<file path="src/rtl/ana_probe.sv">
// ana_probe: per-cycle signal probe keeping running statistics of a bus.
// Use WIDTH=1 for a digital line; inc/dec counts then become rising/falling edges.
//
// Ports:
//   i_clk      probe clock
//   i_rst      synchronous active-high reset
//   i_clr      synchronous statistics clear (same effect as i_rst)
//   i_din      probed value
//   o_valid    at least one sample captured since reset/clear
//   o_cur      last sampled value
//   o_min      unsigned minimum of samples (all ones when empty)
//   o_max      unsigned maximum of samples (zero when empty)
//   o_chg      one-cycle pulse when the latest sample differs from the previous one
//   o_chg_cnt  number of value changes (saturating)
//   o_inc_cnt  number of increases (saturating)
//   o_dec_cnt  number of decreases (saturating)
//   o_run_len  cycles the current value has been held, current cycle included
//   o_max_run  longest run seen, including the ongoing one
module ana_probe #(
    parameter int unsigned WIDTH = 16,
    parameter int unsigned CNT_W = 16
) (
    input  logic             i_clk,
    input  logic             i_rst,
    input  logic             i_clr,
    input  logic [WIDTH-1:0] i_din,
    output logic             o_valid,
    output logic [WIDTH-1:0] o_cur,
    output logic [WIDTH-1:0] o_min,
    output logic [WIDTH-1:0] o_max,
    output logic             o_chg,
    output logic [CNT_W-1:0] o_chg_cnt,
    output logic [CNT_W-1:0] o_inc_cnt,
    output logic [CNT_W-1:0] o_dec_cnt,
    output logic [CNT_W-1:0] o_run_len,
    output logic [CNT_W-1:0] o_max_run
);

    localparam logic [CNT_W-1:0] CNT_MAX = {CNT_W{1'b1}};
    localparam logic [WIDTH-1:0] VAL_MAX = {WIDTH{1'b1}};
    localparam logic [CNT_W-1:0] CNT_ONE = CNT_W'(1);

    logic             r_valid;
    logic [WIDTH-1:0] r_cur;
    logic [WIDTH-1:0] r_min;
    logic [WIDTH-1:0] r_max;
    logic             r_chg;
    logic [CNT_W-1:0] r_chg_cnt;
    logic [CNT_W-1:0] r_inc_cnt;
    logic [CNT_W-1:0] r_dec_cnt;
    logic [CNT_W-1:0] r_run_len;
    logic [CNT_W-1:0] r_max_run;

    logic             w_same;
    logic             w_up;
    logic [CNT_W-1:0] w_run_nxt;
    logic [CNT_W-1:0] w_max_run_nxt;

    // Saturating increment shared by every counter.
    function automatic logic [CNT_W-1:0] sat_inc(input logic [CNT_W-1:0] v);
        return (v == CNT_MAX) ? v : v + CNT_ONE;
    endfunction

    // Next run length and longest run; the first sample always starts a run of one.
    always_comb begin
        w_same        = (i_din == r_cur);
        w_up          = (i_din > r_cur);
        w_run_nxt     = CNT_ONE;
        w_max_run_nxt = r_max_run;
        if (r_valid && w_same) begin
            w_run_nxt = sat_inc(r_run_len);
        end
        if (!r_valid) begin
            w_max_run_nxt = CNT_ONE;
        end else if (w_run_nxt > r_max_run) begin
            w_max_run_nxt = w_run_nxt;
        end
    end

    // Statistics registers; reset and clear both discard all history.
    always_ff @(posedge i_clk) begin
        if (i_rst || i_clr) begin
            r_valid   <= 1'b0;
            r_cur     <= '0;
            r_min     <= VAL_MAX;
            r_max     <= '0;
            r_chg     <= 1'b0;
            r_chg_cnt <= '0;
            r_inc_cnt <= '0;
            r_dec_cnt <= '0;
            r_run_len <= '0;
            r_max_run <= '0;
        end else begin
            r_valid   <= 1'b1;
            r_cur     <= i_din;
            r_run_len <= w_run_nxt;
            r_max_run <= w_max_run_nxt;
            if (!r_valid) begin
                r_min <= i_din;
                r_max <= i_din;
                r_chg <= 1'b0;
            end else begin
                if (i_din < r_min) begin
                    r_min <= i_din;
                end
                if (i_din > r_max) begin
                    r_max <= i_din;
                end
                r_chg <= !w_same;
                if (!w_same) begin
                    r_chg_cnt <= sat_inc(r_chg_cnt);
                    if (w_up) begin
                        r_inc_cnt <= sat_inc(r_inc_cnt);
                    end else begin
                        r_dec_cnt <= sat_inc(r_dec_cnt);
                    end
                end
            end
        end
    end

    assign o_valid   = r_valid;
    assign o_cur     = r_cur;
    assign o_min     = r_min;
    assign o_max     = r_max;
    assign o_chg     = r_chg;
    assign o_chg_cnt = r_chg_cnt;
    assign o_inc_cnt = r_inc_cnt;
    assign o_dec_cnt = r_dec_cnt;
    assign o_run_len = r_run_len;
    assign o_max_run = r_max_run;

endmodule

</file>
<file path="config.mk">
export PLATFORM = sky130hd
export DESIGN_NAME = ana_probe
export DESIGN_NICKNAME = d
export VERILOG_FILES = /design/src/rtl/ana_probe.sv
export SDC_FILE = /design/constraint.sdc
export NUM_CORES = 1
export LEC_CHECK = 0
export CORE_AREA = 2 2 120 122
export CTS_BUF_LIST = sky130_fd_sc_hd__clkbuf_4 sky130_fd_sc_hd__clkbuf_8 sky130_fd_sc_hd__clkbuf_16
export CTS_CLUSTER_DIAMETER = 50
export DETAILED_ROUTE_END_ITERATION = 8
export DIE_AREA = 0 0 122 124
export PLACE_DENSITY_LB_ADDON = 0.1
export SKIP_CTS_REPAIR_TIMING = 1
export SLEW_MARGIN = 20
export SYNTH_ARGS = -nofsm -noshare
export SYNTH_HDL_FRONTEND = slang
export SYNTH_SLANG_ARGS = --single-unit
export TNS_END_PERCENT = 20
</file>
<file path="constraint.sdc">
create_clock -name i_clk -period 4.57 [get_ports i_clk]
set_input_delay 0.914 -clock i_clk [delete_from_list [all_inputs] [get_ports i_clk]]
set_output_delay 0.914 -clock i_clk [all_outputs]
set_load 0.05 [all_outputs]
</file>
==> impl_metrics.py, run 1 <==
metrics = {
    "power_and_ir_drop": {
        "power.switching_fraction": 0.257,
        "seqPwrFrac": 0.403,
        "p_switching_uw": 748,
        "p_comb_frac": 0.115,
        "total_leakage_power_uw": 0.00379,
        "intPower_uw": 2160,
        "power_uw": 2910,
        "p_per_area_mw_per_mm2": 305,
        "clkPwrFrac": 0.482,
        "max-vdd-ir-drop_v": 0.000258,
    },
    "routing": {
        "antenna_left": 0,
        "drt-total-wl_um": 19500,
        "vias_per_cell": 5.73,
        "wl_per_cell_um": 16.0,
        "vias": 7004,
        "first_iter_violations": 382,
        "first_pass_iters": 5,
        "route.detailed.drc": 0,
    },
    "critical_path": {
        "path_class": "in -> reg",
        "path_max_fanout": 17,
        "crit_path_start": "i_din[15]",
        "startpoint_type": "primary input",
        "cp_data_required_time_ps": 4920,
        "r2r_start": "o_run_len[8]",
        "cp.arrival_ps": 4590,
        "rr_worst_depth": 12,
        "setup.worst_path.end_class": "register",
    },
    "final_layout": {
        "n_fill_cell": 1146,
        "drive_gt1_frac": 0.0816,
        "layout_commonest_cell": "clkdlybuf4s50_1",
        "mostFrequentLayoutCells": "clkdlybuf4s50_1 (148), dfxtp_1 (130), inv_1 (84)",
        "nNetsFinal": 1115,
        "multi_input_area_mm2": 0.00401,
        "antenna_cells": 0,
        "stdcell_count": 1222,
        "seq_area_mm2": 0.00260,
        "area_growth_pct": 34.5,
        "stdcell_area_mm2": 0.00954,
    },
    "sta": {
        "holdWs_ps": 481,
        "relSlewSlack": 0.386,
        "tns_ps": 0,
        "finalCritPeriodShare": 0.928,
        "fmax_mhz": 236,
        "setup_viol": 0,
        "period_minus_slack_ps": 4240,
        "grt_setup_unrepaired": "false",
        "tightestPinTransition_ps": 917,
        "final_hold_viol_count": 0,
        "slew_viol_final": 0,
        "fin_skew_ps": 5.76,
    },
    "placement": {
        "place_area_mm2": 0.00893,
        "port_buffers": 148,
        "gp_congestion": 0.928,
        "hpwl_um": 14000,
        "numPlacedInstances": 1190,
    },
    "floorplan": {
        "die_h_um": 124,
        "rows": 43,
        "dieArea_mm2": 0.0151,
        "initial_core_util": 0.517,
        "coreArea_mm2": 0.0137,
        "die_x_um": 122,
        "io_pins": 149,
    },
    "grt": {
        "grt_start_max_net_pins": 57,
        "grt_pass1_wl_um": 32000,
        "antenna_found_initial": 0,
        "grt_overflow": 0,
        "grt_pass1_vias": 6468,
        "grt_usage": 0.264,
    },
    "clock_tree": {
        "cts_made_buffers": 17,
        "cts_root_buf": "clkbuf_16",
        "cts_sinks": 130,
        "ctsLongestPathBuffers": 2,
        "cts_tree": "built",
        "cts.htree.levels": 4,
        "clock_latency_ps": 420,
        "clk_pin_slew_worst_paths_ps": 60,
    },
    "hold_path": {
        "whs_path_depth": 2,
        "hold_path.class": "reg -> reg",
        "hp-start": "o_max[8]",
    },
    "yosys": {
        "syn_area_mm2": 0.00709,
        "syn-num-nets": 951,
        "ys_seq_area_frac": 0.367,
        "syn_avg_cell_area_um2": 8.20,
        "netlist_instances": 865,
        "ys.flop_type": "dfxtp_1",
        "synth-edff-count": 0,
        "synthDistinctLibCells": 53,
        "synth_seq_cells": 130,
        "ys_warn_count": 0,
        "synthArstFlopShare": 0,
    },
    "job": {
        "cap_violations": 0,
    },
    "run_status": {
        "status": "finished, final reports clean",
    },
}
through the flow:
step                 util  setup slack, ps
floorplan               -              596
detailed placement  0.651             12.0
finish              0.696              331
global route        0.696             86.5
global placement    0.651              123
CTS                 0.696              395
path summary, 6_finish.rpt:
kind / end / slack (ps)
hold / removal: o_max[8] / 480
setup reg to reg: o_max_run[15] / 580
setup / recovery: o_max_run[15] / 330
hold reg to reg: o_max[8] / 480
sequential cells by signal, summed over array words and instances (netlist names):
signal,count
o_chg_cnt,16
o_cur,16
o_dec_cnt,16
o_inc_cnt,16
o_max,16
o_max_run,16
o_min,16
o_run_len,16
o_chg,1
o_valid,1
cells by family (layout without fill, tap and decap cells):
group | Yosys count | after routing | share of synthesized area
compound gates | 177 | 177 | 0.154
simple gates | 329 | 329 | 0.244
mux | 21 | 21 | 0.0296
buf+inv | 125 | 302 | 0.0684
fa+ha+maj | 67 | 67 | 0.118
flops | 130 | 130 | 0.367
xor+xnor | 16 | 16 | 0.0198
cell type report:
class | instances | area share
clock buffer | 19 | 0.0475
clock inverter | 13 | 0.0167
tap | 180 | 0.0236
sequential | 130 | 0.273
timing repair buffer | 185 | 0.186
inverter | 85 | 0.0334
multi-input combinational | 610 | 0.420
power groups by stage:
stage	Sequential, uW	Combinational, uW	Clock, uW
after floorplan	1260	138	0
after global placement	1190	326	0
after detailed placement	1190	331	0
after CTS	1170	334	1420
after global routing	1170	363	1470
final	1170	334	1400
worst max-delay path, cell delays in order:
cell,delay [ps]
clkdlybuf4s50_1,450
ha_1,380
nand4_2,190
nor3_2,270
nand2_1,130
buf_12,170
a211oi_1,330
ha_1,180
nand2_1,90
nor3_1,180
nand2_1,90
o2111a_1,250
nor2_1,710
mux2i_1,250
synth_stat cells, types with 9 or more instances:
cell type / count / area, um^2
ha_1: 67 / 838
o21ai_0: 35 / 175
mux2i_1: 21 / 210
nand4_1: 39 / 244
inv_1: 85 / 319
and4_1: 9 / 78.8
a31oi_1: 18 / 113
xor2_1: 11 / 96.3
or4_1: 22 / 165
o31ai_1: 24 / 180
a21oi_1: 71 / 355
and3_1: 17 / 106
or3_1: 19 / 119
nor2_1: 54 / 203
nand2_1: 78 / 293
nand3_1: 37 / 185
nor3_1: 23 / 115
clkbuf_1: 30 / 113
dfxtp_1: 130 / 2600
per-layer routing:
layer	up-vias	wire length [um]	share of wire	GRT usage
li1	3451	-	-	-
met1	3315	8970	0.46	0.356
met2	207	9080	0.46	0.422
met3	31	1080	0.055	0.0572
met4	0	406	0.021	0.0869
met5	-	0	0	0
(Power assumes the default switching activity.)
==> run 2: changes to the inputs <==
--- a/config.mk
+++ b/config.mk
@@ -10,7 +10,8 @@
 export CTS_CLUSTER_DIAMETER = 50
 export DETAILED_ROUTE_END_ITERATION = 8
 export DIE_AREA = 0 0 122 124
-export PLACE_DENSITY_LB_ADDON = 0.1
+export HOLD_SLACK_MARGIN = 0.12
+export PLACE_DENSITY = 0.8
 export SKIP_CTS_REPAIR_TIMING = 1
 export SLEW_MARGIN = 20
 export SYNTH_ARGS = -nofsm -noshare
==> run 2 against run 1 <==
Clock skew grew 1.3 ps. Via count increased by 0.24%. Hold slack worse by 3.0 ps. Final area grew 0.26%. Clock-buffer cell count rose by 3. Worst setup slack about the same. Fmax about the same. Combinational power about the same. Cell count fell by 0.33%. Largest cell class unchanged. Largest power group unchanged.
==> impl_metrics.py, run 2 (synthesized netlist as in run 1, its figures left out) <==
metrics = {
    "final_layout": {
        "antenna_cells": 0,
        "area_growth_pct": 34.9,
        "n_fill_cell": 1071,
        "utilization": 0.697,
        "drive_gt1_frac": 0.0790,
        "nNetsFinal": 1111,
        "layout_commonest_cell": "clkdlybuf4s50_1",
        "mostFrequentLayoutCells": "clkdlybuf4s50_1 (148), dfxtp_1 (130), inv_1 (84)",
    },
    "placement": {
        "port_buffers": 148,
        "hpwl_um": 14100,
        "gp_congestion": 0.926,
    },
    "sta": {
        "slew_viol_final": 0,
        "tightestPinTransition_ps": 918,
        "finalCritPeriodShare": 0.928,
        "tns_ps": 0,
        "period_minus_slack_ps": 4240,
        "fmax_mhz": 236,
        "fin_skew_ps": 7.06,
        "setup_viol": 0,
        "final_hold_viol_count": 0,
        "grt_setup_unrepaired": "false",
        "relSlewSlack": 0.386,
    },
    "clock_tree": {
        "clock_latency_ps": 420,
        "clk_pin_slew_worst_paths_ps": 60,
        "cts_sinks": 130,
        "cts.htree.levels": 4,
        "cts_tree": "built",
        "cts_made_buffers": 17,
        "ctsLongestPathBuffers": 2,
        "cts_root_buf": "clkbuf_16",
    },
    "critical_path": {
        "path_cells": "clkdlybuf4s50_1, ha_1, nand4_1, nor3_2, nand2_1, buf_4, nor3_1, ha_1, nand2_1, nor2_1, nand3_1, or4_1, a211oi_1, a31o_2",
        "startpoint_type": "primary input",
        "path_max_fanout": 17,
        "path_class": "in -> reg",
        "cp_data_required_time_ps": 4940,
        "cp.arrival_ps": 4610,
        "rr_worst_depth": 12,
        "cp_slowest_stage_delay_ps": 780,
        "setup.worst_path.end_class": "register",
        "worst_path_max_delay_cell": "or4_1",
    },
    "routing": {
        "route.detailed.drc": 0,
        "first_pass_iters": 8,
        "drt-total-wl_um": 19700,
        "wl_per_cell_um": 16.2,
        "antenna_left": 0,
        "vias_per_cell": 5.76,
        "vias": 7021,
        "first_iter_violations": 530,
    },
    "floorplan": {
        "initial_core_util": 0.517,
        "coreArea_mm2": 0.0137,
        "die_h_um": 124,
        "dieArea_mm2": 0.0151,
        "die_x_um": 122,
        "rows": 43,
        "io_pins": 149,
    },
    "power_and_ir_drop": {
        "p_per_area_mw_per_mm2": 321,
        "total_leakage_power_uw": 0.00381,
        "max-vdd-ir-drop_v": 0.000211,
        "power_uw": 3080,
    },
    "hold_path": {
        "hold_path.class": "reg -> reg",
        "whs_path_depth": 2,
    },
    "grt": {
        "grt_overflow": 0,
        "use_met1": 0.349,
        "grt_usage": 0.265,
        "grt_pass1_wl_um": 31500,
        "met2_usage": 0.403,
        "top_usage_layer": "met2",
        "antenna_found_initial": 0,
        "grt_start_max_net_pins": 68,
        "grt_use_met3": 0.0618,
        "grt_pass1_vias": 6461,
    },
    "job": {
        "cap_violations": 0,
    },
    "run_status": {
        "status": "finished, final reports clean",
    },
}
## run 2: through the flow
stage | hold slack [ps] | std cells | cell area, um^2 | setup slack (ps)
after global routing | 488 | 1218 | 9570 | 60.2
after global placement | 461 | 1186 | 8890 | 128
final | 478 | 1218 | 9570 | 331
after detailed placement | 466 | 1186 | 8890 | 60.2
after floorplan | 682 | 865 | 7090 | 596
after CTS | 477 | 1218 | 9570 | 462
## run 2: final timing paths
kind              endpoint  slack (ps)    startpoint
min reg2reg       o_max[5]         480      o_max[5]
max reg2reg  o_max_run[15]         490  o_run_len[8]
max           o_max_run[8]         330      i_din[7]
min               o_max[5]         480      o_max[5]
## run 2: critical path, delay by kind of cell
kind / cells / cell delay, ps
AO/OA/AOI/OAI: 2 / 470
AND/OR/NAND/NOR: 8 / 2070
buffers and inverters: 2 / 620
adder cells (fa/ha/maj): 2 / 520
## run 2: cell type report
type / count / area (um^2) / area share
timing repair buffer: 181 / 1730 / 0.181
tap: 180 / 225 / 0.0235
inverter: 85 / 319 / 0.0333
clock buffer: 22 / 475 / 0.0497
clock inverter: 10 / 204 / 0.0213
multi-input combinational: 610 / 4010 / 0.419
sequential: 130 / 2600 / 0.272
## run 2: routing by layer
| metal | wire, um | vias to the layer above |
|---|---|---|
| met5 | 0 | - |
| met4 | 792 | 0 |
| met3 | 1210 | 57 |
| met2 | 8880 | 264 |
| met1 | 8860 | 3266 |
| li1 | - | 3434 |
## run 2: report_power, final
| part | switching [uW] | leakage [uW] | total, uW | internal [uW] |
|---|---|---|---|---|
| Clock | 505 | 0.000338 | 1570 | 1070 |
| Sequential | 16.2 | 0.00106 | 1170 | 1150 |
| Combinational | 216 | 0.00242 | 332 | 116 |
==> run 3: changes to the inputs <==
--- a/config.mk
+++ b/config.mk
@@ -7,7 +7,7 @@
 export LEC_CHECK = 0
 export CORE_AREA = 2 2 120 122
 export CTS_BUF_LIST = sky130_fd_sc_hd__clkbuf_4 sky130_fd_sc_hd__clkbuf_8 sky130_fd_sc_hd__clkbuf_16
-export CTS_CLUSTER_DIAMETER = 50
+export CTS_CLUSTER_DIAMETER = 100
 export DETAILED_ROUTE_END_ITERATION = 8
 export DIE_AREA = 0 0 122 124
 export HOLD_SLACK_MARGIN = 0.12
==> results of run 3 <==
Same layout as run 2: the final DEF is identical, and so are final timing and power.
==> RTL change 1 (flow settings as in run 3) <==
The parameter `CNT_W` goes from 16 to 14.
--- a/src/rtl/ana_probe.sv
+++ b/src/rtl/ana_probe.sv
@@ -18,7 +18,7 @@
 //   o_max_run  longest run seen, including the ongoing one
 module ana_probe #(
     parameter int unsigned WIDTH = 16,
-    parameter int unsigned CNT_W = 16
+    parameter int unsigned CNT_W = 14
 ) (
     input  logic             i_clk,
     input  logic             i_rst,
Ports: changed (5 resized); port bits go from 149 to 139. No check against the original RTL was run, so the function may have changed too.
==> RTL change 1 against run 3 <==
Count of clock-buffer cells in the layout grew 1. Critical path depth shrank 1. Cell area shrank 8.6%. Utilization shrank 6.0 points. Worst setup slack gained 0.12 ns. Sequential cell count shrank 10. Total power shrank 11%. Clock power shrank 15%. Synthesized area shrank 9.0%. Routed wire length shrank 15%. Cell count shrank 8.0%. Sequential share of layout area grew 0.26 points.
==> RTL change 1: results (changes against run 3) <==
* Status: completed
* Placed cells at 1089 (-8.2%)
* Initial antenna violation count at 0 (unchanged)
* Hpwl dp at 12360 um (-13%)
* Leakage power at 3.553 nW (-6.8%)
* Die W at 122 um (unchanged)
* Placed inst area at 8148 um^2 (-8.3%)
* First-pass DRT Iterations at 6 (-2)
* Maximum fanout along the worst path at 14 (-3)
* Metal-1 WL at 7449 um (-16%)
* RD Place Congestion at 0.8672 (-6.4%)
* Total track usage at 0.2293 (-0.03581)
* Met3 WL at 1262 um (+4.2%)
* Routed length per placed instance at 15.02 um (-7.3%)
* Final period util at 0.9008 (-0.02677)
* Largest net degree at the start of global routing at 62 (-8.8%)
* Max incr delay on CP at 0.43 ns (-0.35 ns)
* DRT iter0 DRCs at 374 (-29%)
* Share of cells above drive strength 1 at 0.07660 (-0.002402)
* Top area cells in the synthesized netlist: dfxtp_1 (37%), ha_1 (13%), inv_1 (5.1%), a21oi_1 (4.6%), nand2_1 (4.1%)
* Synthesized Nets at 859 (-9.7%)
* Total wire length at 16820 um (-15%)
* Worst slack, placed at 0.01994 ns (-0.04026 ns)
* Int Pwr at 2.064 mW (-12%)
* Met1 usage at 0.2953 (-0.05327)
* Worst R2R Setup Slack at 0.87 ns (+0.38 ns)
* Post-synth top cells: dfxtp_1 (120), inv_1 (88), nand2_1 (70), ha_1 (65), a21oi_1 (59)
* HP Start: o_max[15]
* CP max-delay cell: clkdlybuf4s50_1
* Final nets at 1012 (-8.9%)
* Critical Path Sink: o_max_run[13]
* Final Skew at 0.004863 ns (-0.002198 ns)
* Syn avg cell area at 8.332 um^2 (+1.6%)
* Worst slew pin tran at 0.6888 ns (-0.2287 ns)
* Port Buffers at 138 (-6.8%)
* Crit-path leading delay family: compound AO/OA/AOI/OAI gates
* GR Util met2 at 0.3652 (-0.03806)
* Arrival time worst endpoint at 4.41 ns (-0.20 ns)
* Count of cell types in the netlist at 52 (-1.9%)
* R2R depth at 13 (+1)
* Worst vdd ir at 207.9 uV (-1.7%)
* Global-route wire length before repair at 27680 um (-12%)
* Worst Hold Path EP: o_max[15]
* Reg-to-Reg Start: o_run_len[0]
* Reg2reg end: o_max_run[11]
* CP startpoint: i_din[11]
* Met3 Resource Use GR at 0.05815 (-0.003663)
* Filler cell count at 1163 (+8.6%)
* Vias in the first global route at 5727 (-11%)
* Post-DR vias/cell at 5.541 (-3.9%)
RTL change 1: power groups by stage:
stage,sequential [mW],combinational [mW],clock [mW]
after floorplan,1.17,0.134,0
after global placement,1.10,0.316,0
after detailed placement,1.11,0.322,0
after CTS,1.08,0.324,1.36
after global routing,1.09,0.353,1.41
final,1.08,0.323,1.34
RTL change 1: final cells by class:
cell class,count,area (um^2),share of cell area
repair buffers,166,1592,0.1819
clock inverters,8,92.59,0.01058
multi-input cells,534,3595,0.4109
inverters,89,334.1,0.03819
well taps,180,225.2,0.02574
flip-flops and latches,120,2402,0.2746
clock buffers,23,508.0,0.05807
RTL change 1: kinds of logic after synthesis:
| family | Yosys count | synth area share |
|---|---|---|
| AND/OR/NAND/NOR | 272 | 0.2191 |
| XOR/XNOR | 10 | 0.01356 |
| buffers and inverters | 121 | 0.07285 |
| flip-flops | 120 | 0.3720 |
| multiplexers | 26 | 0.04030 |
| AO/OA/AOI/OAI | 161 | 0.1562 |
| adder cells (fa/ha/maj) | 65 | 0.1259 |
==> RTL change 2 (config.mk and constraints of run 3) <==
Made on the original files. Add an input register stage for `i_clr` and `i_din`, without a reset; this delays them by one clock.
--- a/src/rtl/ana_probe.sv
+++ b/src/rtl/ana_probe.sv
@@ -40,6 +40,14 @@
     localparam logic [WIDTH-1:0] VAL_MAX = {WIDTH{1'b1}};
     localparam logic [CNT_W-1:0] CNT_ONE = CNT_W'(1);
 
+    logic i_clr_q;
+    logic [WIDTH-1:0] i_din_q;
+
+    always_ff @(posedge i_clk) begin
+        i_clr_q <= i_clr;
+        i_din_q <= i_din;
+    end
+
     logic             r_valid;
     logic [WIDTH-1:0] r_cur;
     logic [WIDTH-1:0] r_min;
@@ -63,8 +71,8 @@
 
     // Next run length and longest run; the first sample always starts a run of one.
     always_comb begin
-        w_same        = (i_din == r_cur);
-        w_up          = (i_din > r_cur);
+        w_same        = (i_din_q == r_cur);
+        w_up          = (i_din_q > r_cur);
         w_run_nxt     = CNT_ONE;
         w_max_run_nxt = r_max_run;
         if (r_valid && w_same) begin
@@ -79,7 +87,7 @@
 
     // Statistics registers; reset and clear both discard all history.
     always_ff @(posedge i_clk) begin
-        if (i_rst || i_clr) begin
+        if (i_rst || i_clr_q) begin
             r_valid   <= 1'b0;
             r_cur     <= '0;
             r_min     <= VAL_MAX;
@@ -92,19 +100,19 @@
             r_max_run <= '0;
         end else begin
             r_valid   <= 1'b1;
-            r_cur     <= i_din;
+            r_cur     <= i_din_q;
             r_run_len <= w_run_nxt;
             r_max_run <= w_max_run_nxt;
             if (!r_valid) begin
-                r_min <= i_din;
-                r_max <= i_din;
+                r_min <= i_din_q;
+                r_max <= i_din_q;
                 r_chg <= 1'b0;
             end else begin
-                if (i_din < r_min) begin
-                    r_min <= i_din;
+                if (i_din_q < r_min) begin
+                    r_min <= i_din_q;
                 end
-                if (i_din > r_max) begin
-                    r_max <= i_din;
+                if (i_din_q > r_max) begin
+                    r_max <= i_din_q;
                 end
                 r_chg <= !w_same;
                 if (!w_same) begin
Behaviour: not the same (a bounded check fails within 4 cycles, from zero or initial values).
==> RTL change 2 against run 3 <==
Worst setup slack better by 0.16 ns. Count of clock-buffer cells in the layout increased by 2. Routed wire length fell by 0.19%. Synthesized area grew 5.9%. Total power fell by 5.1%. Clock power down 19%. Cell area up 1.1%. Sequential cell count rose by 17. Sequential share of layout area grew 3.2 points. Largest power group is now sequential cells.
==> RTL change 2: results (changes against run 3) <==
* Non-CTS inverters at 90 (+5.9%)
* Buffering overhead at 0.1602 (-0.02057)
* Routed length per placed instance at 16.27 um (+0.38%)
* Final Skew at 0.008771 ns (+0.001710 ns)
* Placed inst area at 9145 um^2 (+2.9%)
* Synthesized Nets at 969 (+1.9%)
* Synthesis-stage register bit count at 147 (+13%)
* Met3 Resource Use GR at 0.07097 (+0.009158)
* Worst slack, placed at 0.5588 ns (+0.4986 ns)
* Post-DR vias/cell at 5.784 (+0.33%)
* #MultiIn Comb at 608 (-0.33%)
* Top area cells in the synthesized netlist: dfxtp_1 (39%), ha_1 (11%), a21oi_1 (4.9%), inv_1 (4.5%), nand2_1 (4.3%)
* Clock network share of area at 0.05446 (-0.01655)
* GR Util met2 at 0.4260 (+0.02270)
* Reg2reg end: o_max_run[9]
* Met3 WL at 1327 um (+9.6%)
* Vias in the first global route at 6529 (+1.1%)
* Fraction of area in multi-input gates at 0.4229 (+0.003517)
* Metal-1 WL at 8924 um (+0.76%)
* Final period util at 0.8934 (-0.03421)
* Final nets at 1107 (-0.36%)
* Non-clock buffers at 157 (-13%)
* Global-route wire length before repair at 31920 um (+1.2%)
* Worst vdd ir at 219.7 uV (+3.9%)
* Met1 usage at 0.3527 (+0.004083)
* Maximum fanout along the worst path at 13 (-4)
* First-pass DRT Iterations at 5 (-3)
* Count of cell types in the netlist at 58 (+9.4%)
* Worst Hold Path EP: o_cur[0]
* Status: completed
* Filler cell count at 1092 (+2.0%)
* Layout clock buffers at 24 (+9.1%)
* Multi-input gate area at 4090 um^2 (+1.9%)
* Total track usage at 0.2664 (+0.001347)
* Fraction of area in registers at 0.3043 (+0.03227)
* DRT iter0 DRCs at 583 (+10%)
* Worst slew pin tran at 0.8660 ns (-0.05157 ns)
-- RTL change 2: cell types whose count changed after synthesis, moves of 6 or more --
| cell | change |
|---|---|
| nand2_1 | +8 |
| nand4_1 | -7 |
| nor2_1 | -12 |
| dfxtp_1 | +17 |
| clkbuf_1 | -6 |
| o31ai_1 | -9 |
-- RTL change 2: stage by stage --
stage,hold WS [ns],std cells,power [mW]
final,0.4593,1211,2.920
after global placement,0.4409,1182,1.672
after floorplan,0.4279,883,1.571
after global routing,0.4977,1211,3.025
after CTS,0.4639,1211,2.934
after detailed placement,0.4562,1182,1.678
-- RTL change 2: how the worst max path moves through the flow --
stage / startpoint / endpoint
floorplan: o_cur[15] / o_max_run[0]
global placement: i_din_q[7] / o_max_run[9]
detailed placement: o_cur[7] / o_max_run[9]
CTS: o_cur[7] / o_max_run[9]
global route: o_cur[7] / o_max_run[9]
finish: i_din_q[7] / o_max_run[9]
-- RTL change 2: cells by family (layout without fill, tap and decap cells) --
| family | after synthesis | in the layout | synth area share |
|---|---|---|---|
| and+or+nand+nor | 320 | 320 | 0.2316 |
| AOI/OAI and AO/OA | 178 | 178 | 0.1437 |
| DFF | 147 | 147 | 0.3917 |
| buffers and inverters | 128 | 276 | 0.06694 |
| adders and majority gates | 67 | 67 | 0.1116 |
| muxes | 25 | 25 | 0.03347 |
| xor gates and xnor gates | 18 | 18 | 0.02098 |
-- RTL change 2: power groups by stage --
stage	clock network [mW]	registers, mW	logic (mW)
floorplan	0	1.43	0.140
global placement	0	1.36	0.309
detailed placement	0	1.37	0.312
CTS	1.28	1.34	0.315
global route	1.34	1.34	0.342
finish	1.27	1.34	0.315
